**config.mk**
```make
export PLATFORM = sky130hd
export DESIGN_NAME = otter_branch_resolver
export DESIGN_NICKNAME = d
export VERILOG_FILES = /design/src/rtl/otter_branch_pkg.sv /design/src/rtl/otter_bht.sv /design/src/rtl/otter_branch_resolver.sv
export SDC_FILE = /design/constraint.sdc
export NUM_CORES = 1
export LEC_CHECK = 0
export BUFFER_PORTS_ARGS = -buffer_cell sky130_fd_sc_hd__buf_4
export CAP_MARGIN = 20
export CELL_PAD_IN_SITES_DETAIL_PLACEMENT = 0
export CELL_PAD_IN_SITES_GLOBAL_PLACEMENT = 1
export CORE_UTILIZATION = 30
export CTS_BUF_LIST = sky130_fd_sc_hd__clkbuf_4 sky130_fd_sc_hd__clkbuf_8 sky130_fd_sc_hd__clkbuf_16
export DETAILED_ROUTE_END_ITERATION = 8
export PLACE_DENSITY_LB_ADDON = 0.1
export SYNTH_ARGS = -nofsm -noshare
export SYNTH_HDL_FRONTEND = slang
export SYNTH_HIERARCHICAL = 1
export SYNTH_SLANG_ARGS = --single-unit
```
**constraint.sdc**
```tcl
create_clock -name i_clk -period 5.41 [get_ports i_clk]
set_input_delay 0.541 -clock i_clk [delete_from_list [all_inputs] [get_ports i_clk]]
set_output_delay 0.541 -clock i_clk [all_outputs]
set_load 0.03 [all_outputs]
```
**src/rtl/otter_branch_pkg.sv**
```systemverilog
// Shared types for the OTTER branch resolver: funct3 encodings, BHT counter
// type and reset value, resolver FSM states, and the saturating counter step.
package otter_branch_pkg;

  typedef enum logic [2:0] {
    BEQ  = 3'b000,
    BNE  = 3'b001,
    BLT  = 3'b100,
    BGE  = 3'b101,
    BLTU = 3'b110,
    BGEU = 3'b111
  } br_funct3_t;

  typedef logic [1:0] bht_ctr_t;

  localparam bht_ctr_t BHT_RESET = 2'b01;

  typedef enum logic {
    RUN     = 1'b0,
    RECOVER = 1'b1
  } resolver_state_t;

  function automatic bht_ctr_t bht_next(input bht_ctr_t ctr, input logic taken);
    if (taken) return (ctr == 2'b11) ? ctr : ctr + 2'd1;
    else       return (ctr == 2'b00) ? ctr : ctr - 2'd1;
  endfunction

endpackage

```
**src/rtl/otter_bht.sv**
```systemverilog
// Branch history table: 2-bit saturating counters indexed by PC word address,
// one combinational read port (prediction) and one update port (resolution).
module otter_bht
  import otter_branch_pkg::*;
#(
  parameter int ENTRIES = 64,
  parameter int XLEN    = 32
) (
  input  logic            i_clk,
  input  logic            i_rst,
  input  logic [XLEN-1:0] i_rd_pc,
  output logic            o_rd_taken,
  input  logic            i_wr_en,
  input  logic [XLEN-1:0] i_wr_pc,
  input  logic            i_wr_taken
);

  localparam int IDX_W = $clog2(ENTRIES);

  bht_ctr_t         r_ctr [ENTRIES];
  logic [IDX_W-1:0] w_rd_idx;
  logic [IDX_W-1:0] w_wr_idx;
  logic             w_unused_pc;

  assign w_rd_idx = i_rd_pc[IDX_W+1:2];
  assign w_wr_idx = i_wr_pc[IDX_W+1:2];

  // Read sees the stored value; a same-cycle update is visible only next cycle.
  assign o_rd_taken = r_ctr[w_rd_idx][1];

  // Byte offset and high PC bits do not take part in indexing.
  assign w_unused_pc = ^{i_rd_pc[XLEN-1:IDX_W+2], i_rd_pc[1:0],
                         i_wr_pc[XLEN-1:IDX_W+2], i_wr_pc[1:0]};

  // NOTE: the counter array must be reset (every entry starts weak not-taken),
  // so it stays in flops rather than a RAM macro; state updates use <= only.
  always_ff @(posedge i_clk) begin
    if (i_rst) begin
      for (int i = 0; i < ENTRIES; i++) r_ctr[i] <= BHT_RESET;
    end else if (i_wr_en) begin
      r_ctr[w_wr_idx] <= bht_next(r_ctr[w_wr_idx], i_wr_taken);
    end
  end

endmodule

```
**src/rtl/otter_branch_resolver.sv**
```systemverilog
// Resolves the EX-stage conditional branch, flushes on mispredict and trains the BHT.
// Optional BRANCH_STATS_EN adds saturating resolve/mispredict counters.
module otter_branch_resolver
  import otter_branch_pkg::*;
#(
  parameter int BHT_ENTRIES = 64,
  parameter int XLEN        = 32
) (
  input  logic            i_clk,
  input  logic            i_rst,
  input  logic [XLEN-1:0] i_if_pc,
  output logic            o_pred_taken,
  input  logic            i_stall,
  input  logic            i_ex_valid,
  input  logic [XLEN-1:0] i_ex_pc,
  input  logic [2:0]      i_ex_funct3,
  input  logic            i_ex_pred_taken,
  input  logic [XLEN-1:0] i_ex_target,
  input  logic            i_br_eq,
  input  logic            i_br_lt,
  input  logic            i_br_ltu,
  output logic            o_flush,
  output logic [XLEN-1:0] o_redirect_pc
`ifdef BRANCH_STATS_EN
  ,
  output logic [31:0]     o_br_count,
  output logic [31:0]     o_misp_count
`endif
);

  resolver_state_t r_state;
  resolver_state_t w_state_nxt;
  logic            r_flush;
  logic [XLEN-1:0] r_redirect_pc;
  logic            w_legal;
  logic            w_taken;
  logic            w_resolve;
  logic            w_mispredict;

  // NOTE: every variable gets a default before the case so no latch is inferred.
  always_comb begin
    w_legal = 1'b1;
    w_taken = 1'b0;
    case (i_ex_funct3)
      BEQ:     w_taken = i_br_eq;
      BNE:     w_taken = ~i_br_eq;
      BLT:     w_taken = i_br_lt;
      BGE:     w_taken = ~i_br_lt;
      BLTU:    w_taken = i_br_ltu;
      BGEU:    w_taken = ~i_br_ltu;
      default: w_legal = 1'b0;
    endcase
  end

  // The RECOVER cycle holds a wrong-path instruction, so nothing resolves there.
  assign w_resolve    = i_ex_valid & ~i_stall & (r_state == RUN) & w_legal;
  assign w_mispredict = w_resolve & (w_taken != i_ex_pred_taken);

  always_comb begin
    w_state_nxt = r_state;
    case (r_state)
      RUN:     if (w_mispredict) w_state_nxt = RECOVER;
      RECOVER: w_state_nxt = RUN;
      default: w_state_nxt = RUN;
    endcase
  end

  always_ff @(posedge i_clk) begin
    if (i_rst) begin
      r_state       <= RUN;
      r_flush       <= 1'b0;
      r_redirect_pc <= '0;
    end else begin
      r_state <= w_state_nxt;
      r_flush <= w_mispredict;
      if (w_mispredict)
        r_redirect_pc <= w_taken ? i_ex_target : i_ex_pc + XLEN'(4);
    end
  end

  assign o_flush       = r_flush;
  assign o_redirect_pc = r_redirect_pc;

  otter_bht #(
    .ENTRIES (BHT_ENTRIES),
    .XLEN    (XLEN)
  ) u_bht (
    .i_clk      (i_clk),
    .i_rst      (i_rst),
    .i_rd_pc    (i_if_pc),
    .o_rd_taken (o_pred_taken),
    .i_wr_en    (w_resolve),
    .i_wr_pc    (i_ex_pc),
    .i_wr_taken (w_taken)
  );

`ifdef BRANCH_STATS_EN
  logic [31:0] r_br_count;
  logic [31:0] r_misp_count;

  always_ff @(posedge i_clk) begin
    if (i_rst) begin
      r_br_count   <= '0;
      r_misp_count <= '0;
    end else begin
      if (w_resolve && r_br_count != '1)      r_br_count   <= r_br_count + 32'd1;
      if (w_mispredict && r_misp_count != '1) r_misp_count <= r_misp_count + 32'd1;
    end
  end

  assign o_br_count   = r_br_count;
  assign o_misp_count = r_misp_count;
`endif

endmodule

```
# Yosys cells after proc, flatten, opt, wreduce, memory -nomap -nowiden
# Memory sizes are Yosys's and may differ from the RTL's.
# Cells that the tools add are included.
[totals]
inputBits = 107
latchBits = 0
memories = 1
mem_bits_ro = 0
reg_bits = 34
ramBits = 128
elab_cells = 45
output_inout_bits = 34
[memory_table]
columns = ["memory", "words", "word_bits", "rd", "rd_clocked_by_memory_dff", "wr", "line_no", "text"]
rows = [
  ["u_bht.r_ctr", 64, 2, 2, 0, 64, "otter_bht.sv:20", "bht_ctr_t r_ctr [ENTRIES];"],
]
[classes]
shift = 0
reduce_logical = 4
add_sub_neg = 3
bitwise = 9
eq_ne = 7
mul = 0
order_cmp = 0
muxes = 18
div = 0
[op_table]
columns = ["operator", "n"]
rows = [
  ["adder 32 x 3 -> 32 bit, second input constant", 1],
  ["two-way mux 32 bit", 1],
  ["equality test 3 bit, second input constant", 4],
  ["two-way mux 2 bit", 6],
  ["two-way mux 1 bit", 8],
  ["two-way mux 6 bit", 1],
  ["case mux 1 bit (6 select lines)", 1],
  ["OR reduction 6 bit", 1],
  ["NOT 1 bit", 5],
  ["AND 1 bit", 4],
  ["equality test 3 x 1 -> 1 bit, second input constant", 1],
  ["zero test 3 bit", 1],
  ["adder 2 x 1 -> 2 bit, second input constant", 1],
  ["equality test 2 bit, second input constant", 1],
  ["zero test 2 bit", 1],
  ["case mux 1 bit (2 select lines)", 1],
  ["OR reduction 2 bit", 1],
  ["subtractor 2 x 1 -> 2 bit, second input constant", 1],
  ["!= test 1 bit", 1],
]

# Depth between registers and ports, before layout
[logic_depth]
ltp_word = 9
ltp_mapped = 13

# Modules after synthesis
# The synthesis kept the hierarchy.
[by_module_without_submodules]
columns = ["mod", "n_inst", "area_per_inst_um2", "seq_area_each_um2", "cells_each"]
rows = [
  ["otter_bht", 1, 7086.8, 3843.7, 625],
  ["otter_branch_resolver", 1, 2215.9, 680.7, 273],
]

# Worst setup path before layout
# Ideal clock, no wire load.
[synth_path]
kind = "input to output"
start = "input port i_if_pc[2]"
end = "output port o_pred_taken"
stages = 6
path_slack_ps = 1990
arrival_ps = 2879
path_cell_list = "clkbuf_1 -> buf_1 -> mux4_2 -> mux4_2 -> a211oi_1 -> a21oi_1"
[synth_via]
elab_chain_len = 1
[synth_rtl]
columns = ["item", "line_no", "text"]
rows = [
  ["start, declared", "otter_branch_resolver.sv:11", "input logic [XLEN-1:0] i_if_pc,"],
  ["memory (64 x 2 bit)", "-", ""],
  ["end, declared", "otter_branch_resolver.sv:12", "output logic o_pred_taken,"],
]
# Every way passes these cells.

==> out/metrics.csv <==
metric,value,unit
syn_nets,1006,
syn_area,9300,um^2
p_per_area,283,nW/um^2
worst-path-max-fanout,44,
r2r_end,u_bht/r_ctr[23][0]$_SDFFCE_PN1P_,
max_freq,270,MHz
drtIter0Drc,597,
seq_area,4520,um^2
hold_viol,0,
ir_worst_vdd,0.000208,V
cellLeakagePower,3.63,nW
cp.required,5.56,ns
clk_path_buf_depth,2,
syn_avg_cell_area,10.4,um^2
min_period,3.71,ns
cts_root_buffer,clkbuf_16,
drc,0,
r2r_slack,2.26,ns
synthArstFlopShare,0,%
grt_pass1_vias,7492,
cpPeakStageDelay,0.55,ns
via_per_inst,5.51,
r2r_start,u_bht/r_ctr[22][1]$_SDFFCE_PN0P_,
synth_xor_area_share,2.64,%
chipHeight,178,um
syn_to_final_growth,18.3,%
cts_setup_buffers,0,
layout_commonest_cell,buf_4,
slew_viol_final,0,
multiInputGateArea,4280,um^2
status,"complete, no violations",
path_clk_slew,0.07,ns
yosysSeqAreaShare,48.6,%
crit_path_start,i_ex_pc[2],
synthTopCellsByArea,"edfxtp_1 41%, dfxtp_1 7.3%, mux4_2 7.0%",
yosys.area.top_type,edfxtp_1,
cp-end-kind,flop,
hold_buffers,0,
synth-edff-count,128,
cp-start-kind,input pin,
antenna_found_initial,0,
yosysWarnings,6,
ys_ff_latch,162,
clock_skew,0.0120,ns
syn-instance-count,898,
dieArea,31700,um^2
crit_path_cell_trace,"buf_4, nand2b_1, o22ai_1, o21ai_0, nor4bb_1, and4_1, maj3_2, buf_12, nand4_1",
cts_resized,0,
cp.arrival,3.86,ns
first_pass_iters,5,
synth.area.mux_share,10.1,%
report.final.setup_viol,0,
slew_headroom,31.9,%
grt_max_degree,66,
clock-sinks,162,
setup_tns,0,ns
synth_compound_area_share,12.6,%
num_antenna_cells,0,
grt-ovfl-total,0,
num_rows,64,
final_layout_size_suffix_gt1_share,23.4,%
synth_top_cell_area_share,41.3,%
wire_per_inst,23.6,um
core_region_area,30500,um^2
synthSimpleGateAreaFrac,20.3,%
numCtsBuffers,17,
fillCellCount,3076,
gp_congestion,0.820,
port_buffers,114,
ys_types,79,
die_width,178,um
total_power,3.11,mW
grt.total_usage,20.9,%
rsz0062_at_grt,no,
htree_levels,4,
num_vias,7591,
dp.final_hpwl,22.1,mm
initial_utilization,30.5,%
worstSkewPairLatency,0.44,ns
crit_slowest_cell,maj3_2,
grt_pass1_wl,48.2,mm
cp-endpoint,u_bht/r_ctr[23][0]$_SDFFCE_PN1P_,
reg2regPathDepth,8,
period_share,68.5,%
hold_class,in2reg,
synth_top_family_by_area,simple AND/OR/NAND/NOR gates,
cts_tree,yes,
critPathKind,in2reg,
final_antenna_net_count,0,
wl,32.5,mm
nNetsFinal,1076,
max_cap_violations,0,
synth-adder-area-share,0.363,%
synth_top_flop_cell,edfxtp_1,
io_pins,141,
mostFrequentLayoutCells,"138 x buf_4, 128 x edfxtp_1, 104 x nand2_1, 77 x nand3_1, 66 x nor2_1",
tightest_slew,1.02,ns
[through the flow]
stage	area [um^2]	hold slack, ns	worst slack (ns)	utilization [%]	instances
3_5_place_dp	10400	0.448	1.31	34.1	1345
2_1_floorplan	9300	0.575	1.99	-	898
4_1_cts	11000	0.312	1.77	36.1	1377
5_1_grt	11000	0.326	1.59	36.1	1377
3_3_place_gp	10400	0.433	1.30	34.1	1345
6_report	11000	0.330	1.70	36.1	1377
[kinds of logic after synthesis]
group	count (synthesis)
adder cells (fa/ha/maj)	3
AND/OR/NAND/NOR	378
flip-flops	162
buffers and inverters	100
multiplexers	57
AO/OA/AOI/OAI	170
XOR/XNOR	28
[cells in the mapped netlist, drive strengths merged, types with 3 or more instances]
library cell    n
a21o            3
buf            36
mux2i          26
xnor2          13
o221a           3
nor2b           5
edfxtp        128
inv             9
o31ai          14
nor2           69
a22o            7
a221oi          9
and3            9
or3b            3
o2bb2ai         3
and2            3
o211ai         10
o22a            4
mux4           29
nor3           41
nand2         105
dfxtp          34
nand3          79
and4            5
nor3b           3
a31oi           4
nand2b          8
nand4          15
o21ai          47
xor2           15
nor4           22
a22oi           9
a21oi          25
a221o           3
o22ai          11
clkbuf         53
[how the worst min path moves through the flow]
stage | from | cells after the start | end | slack [ns]
after floorplan | o_redirect_pc[25]$_SDFFE_PP0P_ | 2 | o_redirect_pc[25]$_SDFFE_PP0P_ | 0.57
final | i_ex_target[17] | 2 | o_redirect_pc[17]$_SDFFE_PP0P_ | 0.33
after detailed placement | o_redirect_pc[25]$_SDFFE_PP0P_ | 2 | o_redirect_pc[25]$_SDFFE_PP0P_ | 0.45
after global routing | i_ex_target[20] | 2 | o_redirect_pc[20]$_SDFFE_PP0P_ | 0.33
after CTS | i_ex_target[17] | 2 | o_redirect_pc[17]$_SDFFE_PP0P_ | 0.31
after global placement | o_redirect_pc[25]$_SDFFE_PP0P_ | 2 | o_redirect_pc[25]$_SDFFE_PP0P_ | 0.43
[routing by layer]
layer	track usage (%)	up-vias	part of all wire, %
met5	0	-	0
met4	4.70	0	0.82
met3	3.50	16	5.0
met2	33.5	207	47
met1	29.4	3807	47
li1	-	3561	-
[layout make-up]
class | instances | area share [%]
clock buffer | 17 | 3.87
clock inverter | 15 | 1.48
inverter | 11 | 0.375
multi-input combinational | 636 | 38.9
sequential | 162 | 41.1
tap | 396 | 4.50
timing repair buffer | 140 | 9.78
[report_power, final]
part	total (mW)	switching [mW]	leakage, nW	internal (mW)
Clock	1.22	0.597	0.279	0.619
Sequential	1.39	0.0182	1.40	1.37
Combinational	0.511	0.336	1.95	0.175
Total	3.11	0.952	3.63	2.16
[critical path: cells and delay by family]
family                     cells  cell delay, ns
and+or+nand+nor                4            1.47
buffers and inverters          2            0.72
adders and majority gates      1            0.55
AOI/OAI and AO/OA              2            0.49
[registers in the layout, summed over array words and instances, names as in the netlist]
signal         flops
u_bht/r_ctr      128
o_redirect_pc     32
o_flush            1
r_state            1
Note: power is estimated with default switching activity, not from simulation.
